[config.mk]
export PLATFORM = sky130hd
export DESIGN_NAME = regfile_wb_arbiter
export DESIGN_NICKNAME = d
export VERILOG_FILES = /design/src/rtl/regfile_wb_arbiter.sv
export SDC_FILE = /design/constraint.sdc
export NUM_CORES = 1
export LEC_CHECK = 0
export BUFFER_PORTS_ARGS = -buffer_cell sky130_fd_sc_hd__buf_2
export CAP_MARGIN = 10
export CORE_ASPECT_RATIO = 1.2
export CORE_MARGIN = 2
export CORE_UTILIZATION = 45
export DETAILED_ROUTE_END_ITERATION = 6
export GPL_TIMING_DRIVEN = 0
export PLACE_DENSITY_LB_ADDON = 0.1
export SLEW_MARGIN = 20
export SYNTH_ARGS = -nofsm -noshare
export SYNTH_HDL_FRONTEND = slang
export SYNTH_SLANG_ARGS = --single-unit
[constraint.sdc]
create_clock -name clk -period 3.7 [get_ports clk]
set_input_delay 0.37 -clock clk [delete_from_list [all_inputs] [get_ports clk]]
set_output_delay 0.37 -clock clk [all_outputs]
set_load 0.05 [all_outputs]
[src/rtl/regfile_wb_arbiter.sv]
// Register-file writeback arbiter: pipeline port A over long-latency port B with
// starvation relief, a pending-write scoreboard and issue hazard detection.
// Optional feature: define REGFILE_WB_BYPASS_EN to forward the writeback value to issue.
module regfile_wb_arbiter #(
   parameter int unsigned STARVE_LIMIT = 4
) (
   input  logic        clk,
   input  logic        rst,
   input  logic        a_valid,
   output logic        a_ready,
   input  logic [4:0]  a_rd,
   input  logic [31:0] a_data,
   input  logic        b_valid,
   output logic        b_ready,
   input  logic [4:0]  b_rd,
   input  logic [31:0] b_data,
   input  logic        iss_valid,
   input  logic        iss_long,
   input  logic [4:0]  iss_rd,
   input  logic [4:0]  iss_rs1,
   input  logic [4:0]  iss_rs2,
   output logic        hazard_stall,
   output logic        wb_en,
   output logic [4:0]  wb_rd,
   output logic [31:0] wb_data,
   output logic        rs1_fwd_hit,
   output logic        rs2_fwd_hit,
   output logic [31:0] fwd_data
);

   localparam int unsigned XLEN = 32;
   localparam int unsigned RW   = 5;
   localparam int unsigned NREG = 32;
   localparam int unsigned CW   = 4;
   localparam logic [CW-1:0] LIMIT = CW'(STARVE_LIMIT);

   logic [CW-1:0]   starve_cnt;
   logic [CW-1:0]   starve_nxt;
   logic [NREG-1:0] pending;
   logic [NREG-1:0] pending_nxt;
   logic            force_b;
   logic            a_acc;
   logic            b_acc;
   logic            acc_valid;
   logic [RW-1:0]   acc_rd;
   logic [XLEN-1:0] acc_data;
   logic            pend_hit;
   logic            wb_hit;
   logic            iss_set;

   // Arbitration: A wins unless B has waited STARVE_LIMIT cycles.
   assign force_b = (starve_cnt == LIMIT) && b_valid;
   assign a_ready = !force_b;
   assign b_ready = force_b || !a_valid;
   assign a_acc   = a_valid && a_ready;
   assign b_acc   = b_valid && b_ready;

   assign acc_valid = a_acc || b_acc;
   assign acc_rd    = a_acc ? a_rd : b_rd;
   assign acc_data  = a_acc ? a_data : b_data;

   always_comb begin
      starve_nxt = '0;
      if (b_valid && !b_ready) begin
         starve_nxt = (starve_cnt == LIMIT) ? starve_cnt : starve_cnt + CW'(1);
      end
   end

   always_ff @(posedge clk or posedge rst) begin
      if (rst) begin
         starve_cnt <= '0;
      end else begin
         starve_cnt <= starve_nxt;
      end
   end

   // Writeback register; index 0 is accepted but never written.
   always_ff @(posedge clk or posedge rst) begin
      if (rst) begin
         wb_en   <= 1'b0;
         wb_rd   <= '0;
         wb_data <= '0;
      end else begin
         wb_en <= acc_valid && (acc_rd != '0);
         if (acc_valid) begin
            wb_rd   <= acc_rd;
            wb_data <= acc_data;
         end
      end
   end

   always_comb begin
      pend_hit = 1'b0;
      if (iss_rs1 != '0 && pending[iss_rs1]) pend_hit = 1'b1;
      if (iss_rs2 != '0 && pending[iss_rs2]) pend_hit = 1'b1;
      if (iss_rd  != '0 && pending[iss_rd])  pend_hit = 1'b1;
   end

`ifdef REGFILE_WB_BYPASS_EN
   assign rs1_fwd_hit = wb_en && (wb_rd == iss_rs1) && (iss_rs1 != '0);
   assign rs2_fwd_hit = wb_en && (wb_rd == iss_rs2) && (iss_rs2 != '0);
   assign fwd_data    = wb_data;
   assign wb_hit      = 1'b0;
`else
   assign rs1_fwd_hit = 1'b0;
   assign rs2_fwd_hit = 1'b0;
   assign fwd_data    = '0;
   // Without forwarding, a source matching the in-flight write must wait a cycle.
   assign wb_hit      = wb_en && (((iss_rs1 != '0) && (wb_rd == iss_rs1)) ||
                                  ((iss_rs2 != '0) && (wb_rd == iss_rs2)));
`endif

   assign hazard_stall = iss_valid && (pend_hit || wb_hit);

   assign iss_set = iss_valid && !hazard_stall && iss_long && (iss_rd != '0);

   // Scoreboard update: set after clear so a same-index issue wins.
   always_comb begin
      pending_nxt = pending;
      if (b_acc) pending_nxt[b_rd] = 1'b0;
      if (iss_set) pending_nxt[iss_rd] = 1'b1;
      pending_nxt[0] = 1'b0;
   end

   always_ff @(posedge clk or posedge rst) begin
      if (rst) begin
         pending <= '0;
      end else begin
         pending <= pending_nxt;
      end
   end

endmodule
==> results of run 1 <==
[state kept, by name, summed over array words and instances (netlist names)]
register,cells
pending,31
wb_en,1
wb_rd,5
wb_data,32
starve_cnt,4
[layout make-up]
type | count | area (sq um) | area share
Buffer | 73 | 470 | 0.0750
Clock inverter | 5 | 77.6 | 0.0124
Inverter | 7 | 28.8 | 0.00459
Clock buffer | 11 | 253 | 0.0403
Tap cell | 132 | 165 | 0.0263
Sequential cell | 73 | 1830 | 0.291
Timing Repair Buffer | 122 | 638 | 0.102
Multi-Input combinational cell | 383 | 2810 | 0.449
[synthesized netlist by cell type (all sizes together), types with 4 or more instances]
cell / n
a21oi: 4
buf: 50
clkbuf: 23
dfrtp: 73
inv: 7
mux2: 14
mux2i: 42
mux4: 15
nand2: 71
nand3: 14
nand3b: 8
nor2: 15
nor3b: 4
o21ai: 74
o31ai: 30
or3: 4
or3b: 4
xnor2: 7
xor2: 4
[per-layer routing]
metal / track usage / vias to the layer above
met4: 0.143 / 0
met2: 0.432 / 203
li1: - / 2090
met5: 0 / -
met1: 0.288 / 2120
met3: 0.0588 / 51
[stage by stage]
step                setup WS, ns  instances  utilization  instance area [sq um]
floorplan                   1.16        536            -                   5130
global placement           0.461        788        0.540                   5900
detailed placement         0.719        789        0.543                   5930
CTS                        0.726        806        0.574                   6270
global route               0.562        806        0.574                   6270
finish                     0.707        806        0.574                   6270
[cells by family after synthesis]
kind of cell,after synthesis,share of synthesized area
multiplexers,71,0.186
AO/OA/AOI/OAI,126,0.189
flip-flops,73,0.365
adder cells (fa/ha/maj),2,0.00500
other,1,0.000749
buffers and inverters,80,0.0992
AND/OR/NAND/NOR,139,0.136
XOR/XNOR,11,0.0192
[what timing repair did]
action | in CTS | in global routing
hold buffers | 1 | 0
resized for setup | 0 | 0
endpoints found under the hold margin | 10 | 0
[worst reg2reg max path: stages, from the launching register on]
cell	delay, ns
dfrtp_1	0.41
inv_1	0.07
ha_1	0.14
nand2_1	0.06
o21ai_0	0.37
and2_1	0.23
nand3_1	0.38
o21ai_0	0.45
o31ai_4	0.11
[power breakdown]
group / switching (mW) / internal, mW / leakage, nW
registers: 0.0615 / 0.866 / 0.937
clock network: 0.337 / 0.625 / 0.162
logic: 0.476 / 0.237 / 1.88
[worst max-delay path by stage]
| stage | slack (ns) | to | startpoint | cells after the start |
|---|---|---|---|---|
| floorplan | 1.16 | hazard_stall | iss_rs1[0] | 7 |
| global placement | 0.46 | pending[6] | rst | 2 |
| detailed placement | 0.72 | hazard_stall | iss_rs2[1] | 10 |
| CTS | 0.73 | hazard_stall | iss_rs2[1] | 10 |
| global route | 0.56 | hazard_stall | iss_rs2[1] | 10 |
| finish | 0.71 | hazard_stall | iss_rs2[1] | 10 |
==> out/results.tsv, run 1 <==
metric	value	unit
dieArea	0.0120	sq mm
die_w	100	um
static-leakage-power	2.98	nW
final_cell_mix	buf_2, dfrtp_1, nand2_1, o21ai_0, mux2i_1	
path_clk_slew	0.06	ns
synthesis.instances	503	
grt_pass1_vias	4693	
grt.overflow.total	0	
grt.total_usage	0.253	
hold_slack	0.236	ns
maxClockFrequency	334	MHz
ys_warn_count	0	
setup_viol_count_final	0	
ys_seq_area_frac	0.365	
dr_wl_met3	1210	um
rows	42	
vias	4464	
place_congestion	0.923	
r2r-start	starve_cnt[0]	
r2r_cells	8	
whs_endpoint	wb_data[30]	
hold-path-cell-count	3	
clockRootBuffer	clkbuf_16	
crit_required	3.33	ns
post-route-drc-count	0	
finalCritPeriodShare	0.809	
initial_core_util	0.458	
drv_slew	0	
routed_wl	14700	um
route.met2.wl	7290	um
post_cts_buffers	0	
antenna_found_initial	0	
fillers	1023	
critPathKind	in -> out	
m1WireLength	5510	um
total_power	2.60	mW
synth_ff_type	dfrtp_1	
grt_pass1_wl	23500	um
nets	766	
critPathBufInv	4	
coreArea	0.0109	sq mm
async_flop_share	1.00	
syn2layout_area_growth	25.3	%
skew	0.00654	ns
cts_tree	done	
wl_per_cell	18.2	um
portBuffers	120	
crit_chain	buf_2, buf_2, mux4_2, mux2i_1, o32ai_1, o21ai_1, o21ai_4, buf_6, o21a_1, buf_2	
yosysUniqueCellTypes	56	
yosys.area.top_type_share	0.365	
worstPathArrival	2.62	ns
hold_viol_final	0	
syn_avg_cell_area	9.96	sq um
clockBufferDepth	2	
final_layout_size_suffix_gt1_frac	0.371	
status	finished, final reports clean	
ir_drop	0.242	mV
r2r_slack	1.36	ns
hold_start	a_data[30]	
netlist_top_cells_area	dfrtp_1, mux2i_1, o21ai_0	
synth-seq-cells	73	
crit_path_top_delay_cell	mux4_2	
critPathTopFamily	multiplexers	
ant_nets	0	
endpoint_kind	output pin	
clock_sinks	73	
dr.max_layer_used	met4	
tightest_slew	1.07	ns
p_per_area	415	mW/mm^2
final_common_cell	buf_2	
dr.first_iter.drc_count	247	
grt_max_degree	56	
synth_top_area_cell	dfrtp_1	
synth-edff-count	0	
cp-start-kind	input pin	
dr.pass1.iters	4	
period_minus_slack	2.99	ns
relSlewSlack	0.280	
min_path_type	in -> reg	
syn_area	0.00501	sq mm
diodes	0	
max_stage_delay	0.54	ns
drv_cap	0	
fin_setup_tns	0	ns
die_h	120	um
htreeDepth	3	
viasPerCell	5.54	
rsz0062_at_grt	no	
cpMostUsedCell	buf_2	
place_hpwl	11100	um
cp_max_fo	10	
worstReg2RegEnd	pending[15]	
io_pins	170	
cts_buffers	9	
clock_latency	0.33	ns
Note: power is estimated with default switching activity, not from simulation.
==> inputs of run 2 (changes only) <==
- ABC_AREA: default -> 1
- clock period: 3.7 -> 3.04 ns (I/O delays scaled with it)
==> out/results.tsv, run 2 <==
metric	value	unit
die_w	99.9	um
synthesis.instances	745	
final_common_cell	nand2_1	
fin_setup_tns	0	ns
nets	1020	
fin_cells	1060	
post-route-drc-count	0	
rows	42	
ctsResizeCount	0	
hold_slack	0.180	ns
initial_core_util	0.457	
setup_ws	0.500	ns
synth_top_area_cell	dfrtp_1	
crit_chain	inv_1, ha_1, nand4_1, nand2_1, buf_2, buf_1, buf_2	
portBuffers	132	
htreeDepth	3	
wl_per_cell	15.4	um
static-leakage-power	3.40	nW
path_clk_slew	0.06	ns
ir_drop	0.299	mV
io_pins	170	
ys_seq_area_frac	0.368	
place_congestion	0.969	
final_layout_size_suffix_gt1_frac	0.230	
worstPathArrival	2.24	ns
clock_sinks	73	
dr.first_iter.drc_count	386	
post_cts_buffers	0	
r2r_cells	9	
period_minus_slack	2.54	ns
grt.overflow.total	0	
total_power	3.31	mW
diodes	0	
final_cell_mix	nand2_1, buf_2, nand3_1, dfrtp_1, nor2_1	
skew	0.00865	ns
crit_path_top_delay_cell	dfrtp_1	
dieArea	0.0119	sq mm
grt_pass1_wl	26000	um
reg.largest.list	wb_data (32), pending (31), wb_rd (5)	
grt_pass1_vias	5187	
netlist_top_cells_area	dfrtp_1, nand2_1, nand3_1	
max_stage_delay	0.41	ns
drv_slew	0	
grt.total_usage	0.277	
hold_viol_final	0	
r2r_slack	0.99	ns
clock_latency	0.33	ns
clockBufferDepth	2	
place_hpwl	12600	um
tightest_slew	0.512	ns
stdcell_area	0.00628	sq mm
min_path_type	in -> reg	
yosysUniqueCellTypes	26	
hold_buffers	1	
yosys.area.top_type_share	0.368	
cp-startpoint	starve_cnt[0]	
setup_viol_count_final	0	
finalCritPeriodShare	0.836	
yosys-top-cells-count	nand2_1, nand3_1, dfrtp_1	
ys_warn_count	0	
status	finished, final reports clean	
die_h	119	um
clockRootBuffer	clkbuf_16	
routed_wl	16400	um
r2r-start	starve_cnt[0]	
syn2layout_area_growth	26.4	%
synth-seq-cells	73	
synth.most_common_cell	nand2_1	
antenna_found_initial	0	
cpMostUsedCell	buf_2	
cp-endpoint	b_ready	
dr.pass1.iters	7	
maxClockFrequency	394	MHz
p_per_area	527	mW/mm^2
largest_reg_flops	32	
worstReg2RegEnd	wb_data[2]	
syn_avg_cell_area	6.67	sq um
drv_cap	0	
viasPerCell	5.23	
grt_max_degree	49	
dp.cells	1043	
syn_area	0.00497	sq mm
synth-edff-count	0	
endpoint_kind	output pin	
cts_tree	done	
coreArea	0.0109	sq mm
async_flop_share	1.00	
synth_ff_type	dfrtp_1	
rsz0062_at_grt	no	
regMostFlops	wb_data	
dp_slack	0.759	ns
placed_cell_area	0.00595	sq mm
final_core_util	0.577	
cp-start-kind	flip-flop	
relSlewSlack	0.657	
vias	5547	
critPathKind	reg -> out	
ant_nets	0	
cts_buffers	9	
cp_max_fo	10	
crit_required	2.74	ns
## run 2: cell types whose count changed in the layout (fill, tap and decap cells not counted), sizes merged, moves of 34 or more
cell	previous run	this run
nand4	2	36
nor2	15	62
nand3	14	117
mux2i	42	0
nand2	71	246
inv	7	52
## run 2: cells by family after synthesis
family / Yosys count / synth area share
adder cells (fa/ha/maj): 2 / 0.00504
XOR/XNOR: 8 / 0.0141
AND/OR/NAND/NOR: 470 / 0.407
other: 1 / 0.000755
AO/OA/AOI/OAI: 68 / 0.0718
flip-flops: 73 / 0.368
buffers and inverters: 123 / 0.134
## run 2: power breakdown
| group | switching, mW | internal (mW) | total [mW] |
|---|---|---|---|
| Sequential | 0.144 | 1.08 | 1.22 |
| Combinational | 0.662 | 0.283 | 0.945 |
| Clock | 0.399 | 0.739 | 1.14 |
## run 2: how the worst min path moves through the flow
stage	slack, ns	endpoint	start	cells after the start
floorplan	0.44	wb_data[28]	a_data[28]	2
global placement	0.46	wb_data[2]	wb_data[2]	2
detailed placement	0.31	wb_data[20]	rst	2
CTS	0.18	wb_data[18]	a_data[18]	3
global route	0.19	wb_data[5]	a_data[5]	3
finish	0.18	wb_data[18]	a_data[18]	3
## run 2: worst max-delay path: cells and delay by family, from the launching register on
| family | cells | cell delay [ns] |
|---|---|---|
| buffers and inverters | 4 | 1.01 |
| flip-flops | 1 | 0.41 |
| AND/OR/NAND/NOR | 2 | 0.33 |
| adder cells (fa/ha/maj) | 1 | 0.14 |
## run 2: cell type report
type	instances	area, sq um
Inverter	52	200
Buffer	71	467
Timing Repair Buffer	134	698
Clock inverter	5	78.8
Fill cell	1087	4600
Sequential cell	73	1830
Multi-Input combinational cell	582	2600
Tap cell	132	165
Clock buffer	11	243
## run 2: routing by layer
| layer | track usage | share of wire | vias to the layer above |
|---|---|---|---|
| li1 | - | - | 2732 |
| met2 | 0.444 | 0.47 | 276 |
| met5 | 0 | 0 | - |
| met1 | 0.354 | 0.40 | 2491 |
| met4 | 0.142 | 0.045 | 0 |
| met3 | 0.0546 | 0.088 | 48 |
==> inputs of run 3 (changes only) <==
- clock period: 3.04 -> 2.3 ns (I/O delays scaled with it)
==> out/results.tsv, run 3 (synthesis results as in run 2) <==
metric	value	unit
status	finished, final reports clean	
antenna_found_initial	0	
htreeDepth	3	
syn2layout_area_growth	27.3	%
vias	5500	
dp_slack	0.212	ns
multiInputGateArea	0.00260	sq mm
cts_tree	done	
dieArea	0.0119	sq mm
rsz0062_at_grt	no	
place_congestion	0.942	
die_h	119	um
skew	0.00658	ns
min_path_type	in -> reg	
period_minus_slack	2.18	ns
drv_cap	0	
drv_slew	0	
die_w	99.9	um
ir_drop	0.419	mV
static-leakage-power	3.41	nW
coreArea	0.0109	sq mm
fillers	1113	
path_clk_slew	0.06	ns
finalCritPeriodShare	0.949	
routed_wl	15300	um
setup_viol_count_final	0	
diodes	0	
hold_viol_final	0	
final_cell_mix	nand2_1, buf_2, nand3_1, dfrtp_1, nor2_1	
clockBufferDepth	2	
ant_nets	0	
rows	42	
hold_slack	0.105	ns
grt.total_usage	0.262	
maxClockFrequency	458	MHz
final_core_util	0.581	
viasPerCell	5.18	
dr.pass1.iters	5	
final_common_cell	nand2_1	
cts_buffers	9	
cp-start-kind	flip-flop	
worstPathArrival	1.95	ns
portBuffers	132	
final_layout_size_suffix_gt1_frac	0.233	
wl_per_cell	14.4	um
initial_core_util	0.457	
tightest_slew	0.503	ns
grt_pass1_vias	5036	
setup_ws	0.116	ns
clock_latency	0.34	ns
clock_sinks	73	
place_hpwl	12000	um
cp_max_fo	4	
relSlewSlack	0.664	
post-route-drc-count	0	
crit_required	2.07	ns
regMostFlops	wb_data	
endpoint_kind	output pin	
clockRootBuffer	clkbuf_16	
dr.first_iter.drc_count	453	
io_pins	170	
nets	1022	
largest_reg_flops	32	
grt_max_degree	43	
p_per_area	707	mW/mm^2
critPathKind	reg -> out	
reg.largest.list	wb_data (32), pending (31), wb_rd (5)	
grt_pass1_wl	24500	um
seqCellArea	0.00183	sq mm
grt.overflow.total	0	
run 3: repair_timing:
item,in CTS,in global routing
setup buffers,0,3
endpoints found under the setup margin,1,2
endpoints found under the hold margin,31,0
resized for setup,1,2
pin swaps,0,1
hold buffers,1,0
run 3: routing by layer:
metal | GRT usage | wire (um) | vias to the layer above | share of wire
met5 | 0 | 0 | - | 0
met4 | 0.109 | 425 | 0 | 0.028
met3 | 0.0487 | 1140 | 30 | 0.075
met2 | 0.450 | 7770 | 231 | 0.51
met1 | 0.321 | 5970 | 2509 | 0.39
li1 | - | - | 2730 | -
run 3: worst paths after layout:
| kind | from | end | slack [ns] | cells after the start |
|---|---|---|---|---|
| max in group asynchronous | rst | pending[13] | 1.29 | 4 |
| min in group asynchronous | rst | wb_data[19] | 0.45 | 3 |
| worst min register to register | wb_data[27] | wb_data[27] | 0.48 | 2 |
| worst max-delay path | pending[4] | hazard_stall | 0.12 | 10 |
| worst min-delay path | a_data[10] | wb_data[10] | 0.11 | 3 |
| worst max register to register | starve_cnt[0] | wb_data[20] | 0.30 | 9 |
run 3: area by class of cell:
| type | count | share of cell area |
|---|---|---|
| clock buffers | 11 | 0.0384 |
| well taps | 132 | 0.0261 |
| clock inverters | 5 | 0.0162 |
| multi-input cells | 582 | 0.412 |
| plain buffers | 70 | 0.0732 |
| flip-flops and latches | 73 | 0.289 |
| inverters | 52 | 0.0317 |
| repair buffers | 137 | 0.114 |
run 3: stage by stage:
stage	power, mW	cell area [sq um]	cells	setup TNS, ns
final	4.47	6320	1062	0
after floorplan	2.47	5090	778	0
after global placement	2.81	5920	1042	-48.70
after detailed placement	2.83	5940	1043	0
after global routing	4.66	6320	1062	0
after CTS	4.46	6300	1060	0
run 3: worst max-delay path, cell delays in order, from the launching register on:
cell and delay, ns:
dfrtp_1 0.44, or2_1 0.25, nand3_1 0.06, nand3_1 0.06, nand3_1 0.08, nand2_1 0.05
nand2_1 0.05, nand2_1 0.13, nor2_4 0.20, a21boi_1 0.08, clkbuf_4 0.22
run 3: power by group:
part | internal, mW | leakage, nW | switching, mW
clock network | 1.09 | 0.166 | 0.540
registers | 1.43 | 0.930 | 0.147
logic | 0.388 | 2.32 | 0.876
total | 2.90 | 3.41 | 1.56
